===== src/rtl/mult_pkg.sv =====
// Shared definitions for the sequential Booth multiplier: FSM states,
// counter sizing helper and radix-2 Booth recode patterns.
package mult_pkg;

  typedef enum logic [1:0] {
    IDLE   = 2'd0,
    RUN    = 2'd1,
    FINISH = 2'd2
  } state_t;

  // {Q[0], q_1} patterns that trigger a subtract or an add of M
  localparam logic [1:0] BOOTH_SUB = 2'b10;
  localparam logic [1:0] BOOTH_ADD = 2'b01;

  // Bits needed to hold values 0 .. n-1; the step counter is sized with clog2(WIDTH+2)
  function automatic int clog2(input int n);
    int r;
    r = 0;
    while ((1 << r) < n) r++;
    return r;
  endfunction

endpackage


===== src/rtl/booth_step.sv =====
// One radix-2 Booth iteration: conditional add/subtract of M into the
// accumulator followed by an arithmetic right shift of {acc, q, q_1}.
module booth_step
  import mult_pkg::*;
#(
  parameter int WIDTH = 32
) (
  input  logic [WIDTH:0] acc,
  input  logic [WIDTH:0] q,
  input  logic           q_1,
  input  logic [WIDTH:0] m,
  output logic [WIDTH:0] acc_next,
  output logic [WIDTH:0] q_next,
  output logic           q_1_next
);

  logic [WIDTH:0] sum;

  always_comb begin
    sum = acc;
    case ({q[0], q_1})
      BOOTH_SUB: sum = acc - m;
      BOOTH_ADD: sum = acc + m;
      default:   sum = acc;
    endcase
    // Shift keeps the accumulator sign bit; accumulator LSB moves into q
    acc_next = {sum[WIDTH], sum[WIDTH:1]};
    q_next   = {sum[0], q[WIDTH:1]};
    q_1_next = q[0];
  end

endmodule


===== src/rtl/booth_mult_seq.sv =====
// Sequential radix-2 Booth multiplier, signed or unsigned, with a fixed
// WIDTH+1 step latency and a start/busy/done handshake.
module booth_mult_seq
  import mult_pkg::*;
#(
  parameter int WIDTH = 32
) (
  input  logic             clk,
  input  logic             reset,
  input  logic [WIDTH-1:0] in_A,
  input  logic [WIDTH-1:0] in_B,
  input  logic             is_signed,
  input  logic             start_operation,
  output logic             busy,
  output logic             stop_operation,
  output logic [WIDTH-1:0] HI,
  output logic [WIDTH-1:0] LO
);

  // Handshake: a start is taken only while the FSM is IDLE (busy covers
  // RUN, FINISH and the done cycle); stop_operation is a single-cycle pulse
  // and HI/LO are valid from that cycle until the next result or reset.

  localparam int CW = clog2(WIDTH + 2);

  state_t         state;
  state_t         state_next;
  logic [WIDTH:0] acc;
  logic [WIDTH:0] q;
  logic           q_1;
  logic [WIDTH:0] m;
  logic [CW-1:0]  count;

  logic [WIDTH:0] acc_nx;
  logic [WIDTH:0] q_nx;
  logic           q_1_nx;

  logic           accept;
  logic           step_en;
  logic           load_result;

  booth_step #(.WIDTH(WIDTH)) u_step (
    .acc      (acc),
    .q        (q),
    .q_1      (q_1),
    .m        (m),
    .acc_next (acc_nx),
    .q_next   (q_nx),
    .q_1_next (q_1_nx)
  );

  always_ff @(posedge clk) begin
    if (!reset) state <= IDLE;
    else        state <= state_next;
  end

  always_comb begin
    state_next = state;
    case (state)
      IDLE:    if (start_operation) state_next = RUN;
      RUN:     if (count == CW'(WIDTH)) state_next = FINISH;
      FINISH:  state_next = IDLE;
      default: state_next = IDLE;
    endcase
  end

  always_comb begin
    accept      = (state == IDLE) && start_operation;
    step_en     = (state == RUN);
    load_result = (state == FINISH);
    // The done cycle has state IDLE already, so it is folded into busy here
    busy        = (state != IDLE) || stop_operation;
  end

  always_ff @(posedge clk) begin
    if (!reset) begin
      acc   <= '0;
      q     <= '0;
      q_1   <= 1'b0;
      m     <= '0;
      count <= '0;
    end else if (accept) begin
      acc   <= '0;
      q     <= {is_signed & in_A[WIDTH-1], in_A};
      q_1   <= 1'b0;
      m     <= {is_signed & in_B[WIDTH-1], in_B};
      count <= '0;
    end else if (step_en) begin
      acc   <= acc_nx;
      q     <= q_nx;
      q_1   <= q_1_nx;
      count <= count + CW'(1);
    end
  end

  // Product {acc, q} is 2*WIDTH+2 bits; the low 2*WIDTH bits are the result
  always_ff @(posedge clk) begin
    if (!reset) begin
      HI             <= '0;
      LO             <= '0;
      stop_operation <= 1'b0;
    end else begin
      stop_operation <= load_result;
      if (load_result) begin
        HI <= {acc[WIDTH-2:0], q[WIDTH]};
        LO <= q[WIDTH-1:0];
      end
    end
  end

endmodule

===== config.mk =====
export PLATFORM = sky130hd
export DESIGN_NAME = booth_mult_seq
export DESIGN_NICKNAME = d
export VERILOG_FILES = /design/src/rtl/mult_pkg.sv /design/src/rtl/booth_step.sv /design/src/rtl/booth_mult_seq.sv
export SDC_FILE = /design/constraint.sdc
export NUM_CORES = 1
export LEC_CHECK = 0
export CAP_MARGIN = 5
export CORE_ASPECT_RATIO = 0.8
export CORE_MARGIN = 4
export CORE_UTILIZATION = 55
export DETAILED_ROUTE_END_ITERATION = 10
export GPL_TIMING_DRIVEN = 0
export PLACE_DENSITY = 0.8
export SLEW_MARGIN = 0
export SYNTH_ARGS = -nofsm -noshare
export SYNTH_HDL_FRONTEND = slang
export SYNTH_SLANG_ARGS = --single-unit
export TNS_END_PERCENT = 20

===== constraint.sdc =====
create_clock -name clk -period 5.3 [get_ports clk]
set_input_delay 1.06 -clock clk [delete_from_list [all_inputs] [get_ports clk]]
set_output_delay 1.06 -clock clk [all_outputs]
set_load 0.03 [all_outputs]

; Yosys cells after proc, flatten, opt, wreduce, memory -nomap -nowiden
; Cells that the tools add are included.
[classes]
add_sub_neg = 3
n_reduce_logical = 7
n_mux = 6
bitwise = 3
eq_ne = 7
[ops]
columns = cell, count
row1 = 33-bit two-way mux, 2
row2 = 33-bit case mux with 2 select lines, 1
row3 = 33-bit adder, 1
row4 = 33-bit subtractor, 1
row5 = "6-bit by 1-bit adder with 6-bit output, second input constant", 1
row6 = "6-bit equality test, second input constant", 1
row7 = "2-bit by 1-bit equality test with 1-bit output, second input constant", 2
row8 = "2-bit equality test, second input constant", 2
row9 = 2-bit two-way mux, 2
row10 = 2-bit case mux with 2 select lines, 1
row11 = 2-bit nonzero test, 2
row12 = 1-bit AND, 2
row13 = 2-bit logical NOT, 1
row14 = "2-bit by 1-bit inequality test with 1-bit output, second input constant", 1
row15 = "2-bit inequality test, second input constant", 1
row16 = 2-bit AND reduction, 1
row17 = 2-bit OR reduction, 1
row18 = 1-bit logical AND, 1
row19 = 1-bit logical OR, 1
row20 = 1-bit NOT, 1
[word_totals]
elab_cells = 35
in_bits = 68
out_inout_bits = 66
reg_bits = 172

; Logic depth before layout (Yosys ltp)
[depth]
ltp_word = 4
depth_mapped = 18
depth_no_buf = 18

; Modules after synthesis
; From an unflattened synthesis, not the netlist that was laid out.
[unflattened]
cells_unflattened = 1268
area_unflattened_um2 = 9701.8
[by_module_without_submodules]
columns = mod, seq_area_each_um2, cells_per_inst, instances, area_each_um2
row1 = booth_mult_seq, 3463.3, 772, 1, 6510.0
row2 = booth_step, 0.0, 496, 1, 3191.8

; Worst setup path before layout
; Ideal clock, no wire load.
[synth_path]
path_kind = reg-to-reg
start = register m[6]
end = register acc[29]
t_arrival_ps = 3918
period_less_slack_ps = 4034
required_ps = 5184
path_stages_with_launch = 18
n_path_buf = 0
setup_ps = 116
path_slack_ps = 1266
path_cell_list = dfxtp_1 or4_4 nor4_4 nand2_1 or4_1 nor2_1 nor2_1 xor2_1 ha_1 a21o_1 a21o_1 a2111oi_0 nor4_1 a311oi_1 nor2b_1 xor2_1 o21ai_1 o211a_1
[synth_via]
elab_chain_cells = 2
elab_cells_between_ends = 3
classes_between = 2 x add/sub / 1 x mux
[synth_rtl]
columns = item, line_no
row1 = from (decl), booth_mult_seq.sv:31  ; logic [WIDTH:0] m;
row2 = from (signal assigned), booth_mult_seq.sv:86  ; m <= {is_signed & in_B[WIDTH-1], in_B};
row3 = 33-bit adder / 33-bit subtractor (equally long branches), "booth_step.sv:23, booth_step.sv:22"
row4 = 33-bit case mux with 2 select lines *, booth_step.sv:21  ; case ({q[0], q_1})
row5 = to (signal assigned), booth_mult_seq.sv:89  ; acc <= acc_nx;
row6 = to (decl), booth_mult_seq.sv:28  ; logic [WIDTH:0] acc;
; Every way passes the cells marked *; elsewhere a longest branch is shown, timed or not.
; A chain may end at the register's enable or synchronous reset.

; Final worst setup path
[layout_path]
start = register m[2]
end = register acc[29]
; The elaborated chain is that of the path after synthesis.

==> run summary <==
### Routing
- 5 — length of the first detailed-routing pass in iterations
- 868 — Iter 0 DRT Violations
- 5.67 — via/cell ratio
- 0 — remaining design rule violation count
- 0 — Detail Route Antenna Nets
- 25300 um — wire length after detailed routing
- 16.7 um — detail-routed net length per standard cell
- 8612 — vias

### Pwr
- 0.235 mV — worst supply voltage drop on vdd
- 312 mW/mm^2 — ratio of total power to cell area
- 0.00418 uW — total leakage power

### Global route
- 5.74% — M3 GR Usage
- 17 — maximum number of pins on one net before global-route repair
- 39.1% — met1 routing resource usage after global routing
- 26.9% — total global-route track usage
- 7839 — vias in the first global route
- 40700 um — wire length of the first global-routing pass
- met2 — grt peak-use layer
- 0 — antenna violations before repair
- 41.1% — met2 capacity usage during global routing
- 0 — total overflow reported by the global router

### Floorplanning
- 134 — IO Pins
- 0.0160 mm^2 — Placeable Area
- 41 — number of rows in the core area
- 152 um — die span in x
- 123 um — vertical die dimension
- 0.0187 mm^2 — DIE AREA
- 56.9% — Initial Utilization

### Yosys
- 0 — Ys Warns
- 1245 — Syn Nets
- sky130_fd_sc_hd__dfxtp_1 — library cell with the largest summed area after synthesis
- 0.00910 mm^2 — post-synth design cell area
- 67 — Synth cell types
- 37.8% — part of the Yosys area used for sequential elements
- 1140 — synthesized instance count
- 0% — asr flop ratio synth
- sky130_fd_sc_hd__dfxtp_1 — Most used DFF post-synth
- 172 — number of register bits inferred by synthesis
- 37.8% — top-area cell type share of the netlist area
- 0 — number of flops mapped to enable cells by yosys
- sky130_fd_sc_hd__dfxtp_1 (38%), sky130_fd_sc_hd__nand2_1 (12%), sky130_fd_sc_hd__a21boi_0 (11%) — dominant cells by area after synthesis
- 7.98 um^2 — Avg Synthesized Cell Area

### Timing
- 0 — endpoints failing setup
- 0 — final hold violations
- 0 — count of final max-slew check failures
- no — unrepaired setup endpoints after global routing
- 0 ns — final total negative setup slack
- 47.3% — relative slew slack
- 4.77 ns — shortest clock period the worst path allows after layout
- 209 MHz — top achievable clock speed
- 0.0147 ns — final setup skew
- 90.1% — final worst path period share
- 0.784 ns — Worst Tran Pin Value

### Layout
- sky130_fd_sc_hd__nand2_1 — leading cell type in the layout, fill and taps excluded
- 1519 — count of non-filler cells in the finished layout
- sky130_fd_sc_hd__nand2_1 (281), sky130_fd_sc_hd__dfxtp_1 (172), sky130_fd_sc_hd__clkdlybuf4s50_1 (132), sky130_fd_sc_hd__a21boi_0 (130), sky130_fd_sc_hd__clkbuf_1 (69) — commonest non-fill, non-tap cells in the layout
- 1396 — NumNets Final
- 0.00344 mm^2 — Storage cell area
- 3.76% — layout cells sized above 1
- 0.0113 mm^2 — Non-Filler Cell Area, Final
- 0.00533 mm^2 — total area of multi-input combinational cells
- 1372 — number of fill cells in the layout
- 0 — Diodes inserted
- 24.0% — area grow syn2layout

### Clock tree
- 2 — buffer depth of the longest clock path
- sky130_fd_sc_hd__clkbuf_16 — cell chosen for the clock root
- 0.44 ns — worst-skew pair later-pin latency
- 17 — number of clock buffers inserted by TritonCTS
- 0.07 ns — clock edge transition at the registers on the reported setup and hold paths
- 0 — number of hold buffers added after CTS
- 4 — deepest level of the CTS H-tree
- yes — CTS tree
- 172 — sink count of the clock tree

### Place
- 0.962 — last weighted congestion value of the routability-driven placer
- 0.0107 mm^2 — post-place instance area
- 1487 — cell count after placement
- 19100 um — half-perimeter wire length after placement
- 132 — count of port buffers added during placement

### Critical path
- flip-flop — kind of start point of the critical path
- 5.62 ns — critical path required time
- 7 — peak fanout along the critical path
- flip-flop — element type at the critical path end
- flip-flop to flip-flop — crit path kind
- 5.10 ns — Arr. time, crit path

### Hold path
- flip-flop to flip-flop — type of the most critical hold path

### Job
- 0 — Max-cap violations

### Outcome
- completed — result of the run

[stage by stage]
step	power, uW	util (%)	hold WS [ns]	setup WS [ns]
floorplan	2020	-	0.441	1.27
global placement	2250	66.8	0.448	0.719
detailed placement	2260	66.8	0.456	0.639
CTS	3510	70.5	0.466	0.567
global route	3670	70.5	0.483	0.124
finish	3520	70.5	0.460	0.526
[cell usage after synthesis (2+ instances only)]
cell type / n
sky130_fd_sc_hd__clkbuf_1: 68
sky130_fd_sc_hd__o31ai_1: 2
sky130_fd_sc_hd__o22ai_1: 2
sky130_fd_sc_hd__nand3_1: 9
sky130_fd_sc_hd__o21a_1: 3
sky130_fd_sc_hd__nand4_1: 9
sky130_fd_sc_hd__nor3b_1: 2
sky130_fd_sc_hd__nor3_1: 15
sky130_fd_sc_hd__ha_1: 36
sky130_fd_sc_hd__o21ai_0: 34
sky130_fd_sc_hd__nor4_1: 6
sky130_fd_sc_hd__nand2_1: 281
sky130_fd_sc_hd__or2_2: 2
sky130_fd_sc_hd__o211a_1: 5
sky130_fd_sc_hd__a211oi_1: 5
sky130_fd_sc_hd__nand2b_1: 10
sky130_fd_sc_hd__mux2i_1: 7
sky130_fd_sc_hd__nor2b_1: 7
sky130_fd_sc_hd__o21bai_1: 2
sky130_fd_sc_hd__or3_1: 3
sky130_fd_sc_hd__nand3b_1: 2
sky130_fd_sc_hd__a21o_1: 16
sky130_fd_sc_hd__and3_1: 5
sky130_fd_sc_hd__nor2_1: 62
sky130_fd_sc_hd__a22oi_1: 32
sky130_fd_sc_hd__a21oi_1: 66
sky130_fd_sc_hd__o21ai_1: 3
sky130_fd_sc_hd__and4_1: 2
sky130_fd_sc_hd__a21boi_0: 130
sky130_fd_sc_hd__xor2_1: 40
sky130_fd_sc_hd__xnor2_1: 23
sky130_fd_sc_hd__and2_1: 3
sky130_fd_sc_hd__a31oi_1: 8
sky130_fd_sc_hd__dfxtp_1: 172
sky130_fd_sc_hd__o211ai_1: 18
sky130_fd_sc_hd__inv_1: 14
sky130_fd_sc_hd__buf_1: 6
[sequential cells by signal (all words and copies together), names as in the netlist]
| name | cells |
|---|---|
| q | 33 |
| LO | 32 |
| m | 33 |
| stop_operation | 1 |
| state | 2 |
| count | 6 |
| q_1 | 1 |
| HI | 32 |
| acc | 32 |
[cells by family (layout without fill, tap and decap cells)]
kind of cell,count (synthesis),in the layout,share of synthesized area (%)
DFF,172,172,37.8
muxes,8,8,0.893
AOI/OAI and AO/OA,342,342,25.8
adders and majority gates,37,37,5.17
buffers and inverters,89,253,3.68
xor gates and xnor gates,64,64,6.24
and+or+nand+nor,428,428,20.4
[routing by layer]
| layer | vias to the layer above | share of wire [%] |
|---|---|---|
| met2 | 319 | 43 |
| met1 | 3998 | 48 |
| li1 | 4257 | - |
| met3 | 38 | 8.1 |
| met4 | 0 | 1.5 |
| met5 | - | 0 |
[timing repair]
action | in CTS | in global routing
gates resized for setup | 0 | 1
endpoints found under the setup margin | 0 | 1
setup buffers | 0 | 0
[worst max-delay path: stages (launching register included)]
cell	delay, ns
sky130_fd_sc_hd__dfxtp_1	0.35
sky130_fd_sc_hd__or3_4	0.42
sky130_fd_sc_hd__nor4_2	0.41
sky130_fd_sc_hd__nand2_1	0.14
sky130_fd_sc_hd__or4_1	0.53
sky130_fd_sc_hd__nor2_1	0.13
sky130_fd_sc_hd__nor2_1	0.06
sky130_fd_sc_hd__xor2_1	0.22
sky130_fd_sc_hd__ha_1	0.35
sky130_fd_sc_hd__a21o_1	0.19
sky130_fd_sc_hd__a21o_1	0.19
sky130_fd_sc_hd__a2111oi_1	0.48
sky130_fd_sc_hd__nor4_1	0.14
sky130_fd_sc_hd__a311oi_1	0.39
sky130_fd_sc_hd__nor2b_1	0.22
sky130_fd_sc_hd__xor2_1	0.23
sky130_fd_sc_hd__o21ai_1	0.09
sky130_fd_sc_hd__o211a_1	0.12
[area by class of cell]
type                    count  area share, %
well taps                 215           2.38
flip-flops and latches    172           30.5
repair buffers            132           11.7
plain buffers              75           2.51
clock inverters            14           1.45
inverters                  14          0.466
multi-input cells         879           47.2
clock buffers              18           3.80
[report_power, final]
| group | switching (uW) | internal [uW] |
|---|---|---|
| combinational | 501 | 364 |
| sequential | 55.1 | 1340 |
| clock | 556 | 703 |
| total | 1110 | 2410 |
[worst paths after layout]
check,depth (start not counted),slack [ns],start,end
min reg2reg,2,0.46,HI[9]$_SDFFE_PN0P_,HI[9]$_SDFFE_PN0P_
max,17,0.53,m[2]$_SDFFE_PN0P_,acc[29]$_SDFFE_PP0P_
max reg2reg,17,0.53,m[2]$_SDFFE_PN0P_,acc[29]$_SDFFE_PP0P_
min,2,0.46,HI[9]$_SDFFE_PN0P_,HI[9]$_SDFFE_PN0P_
Note: power is estimated with default switching activity, not from simulation.
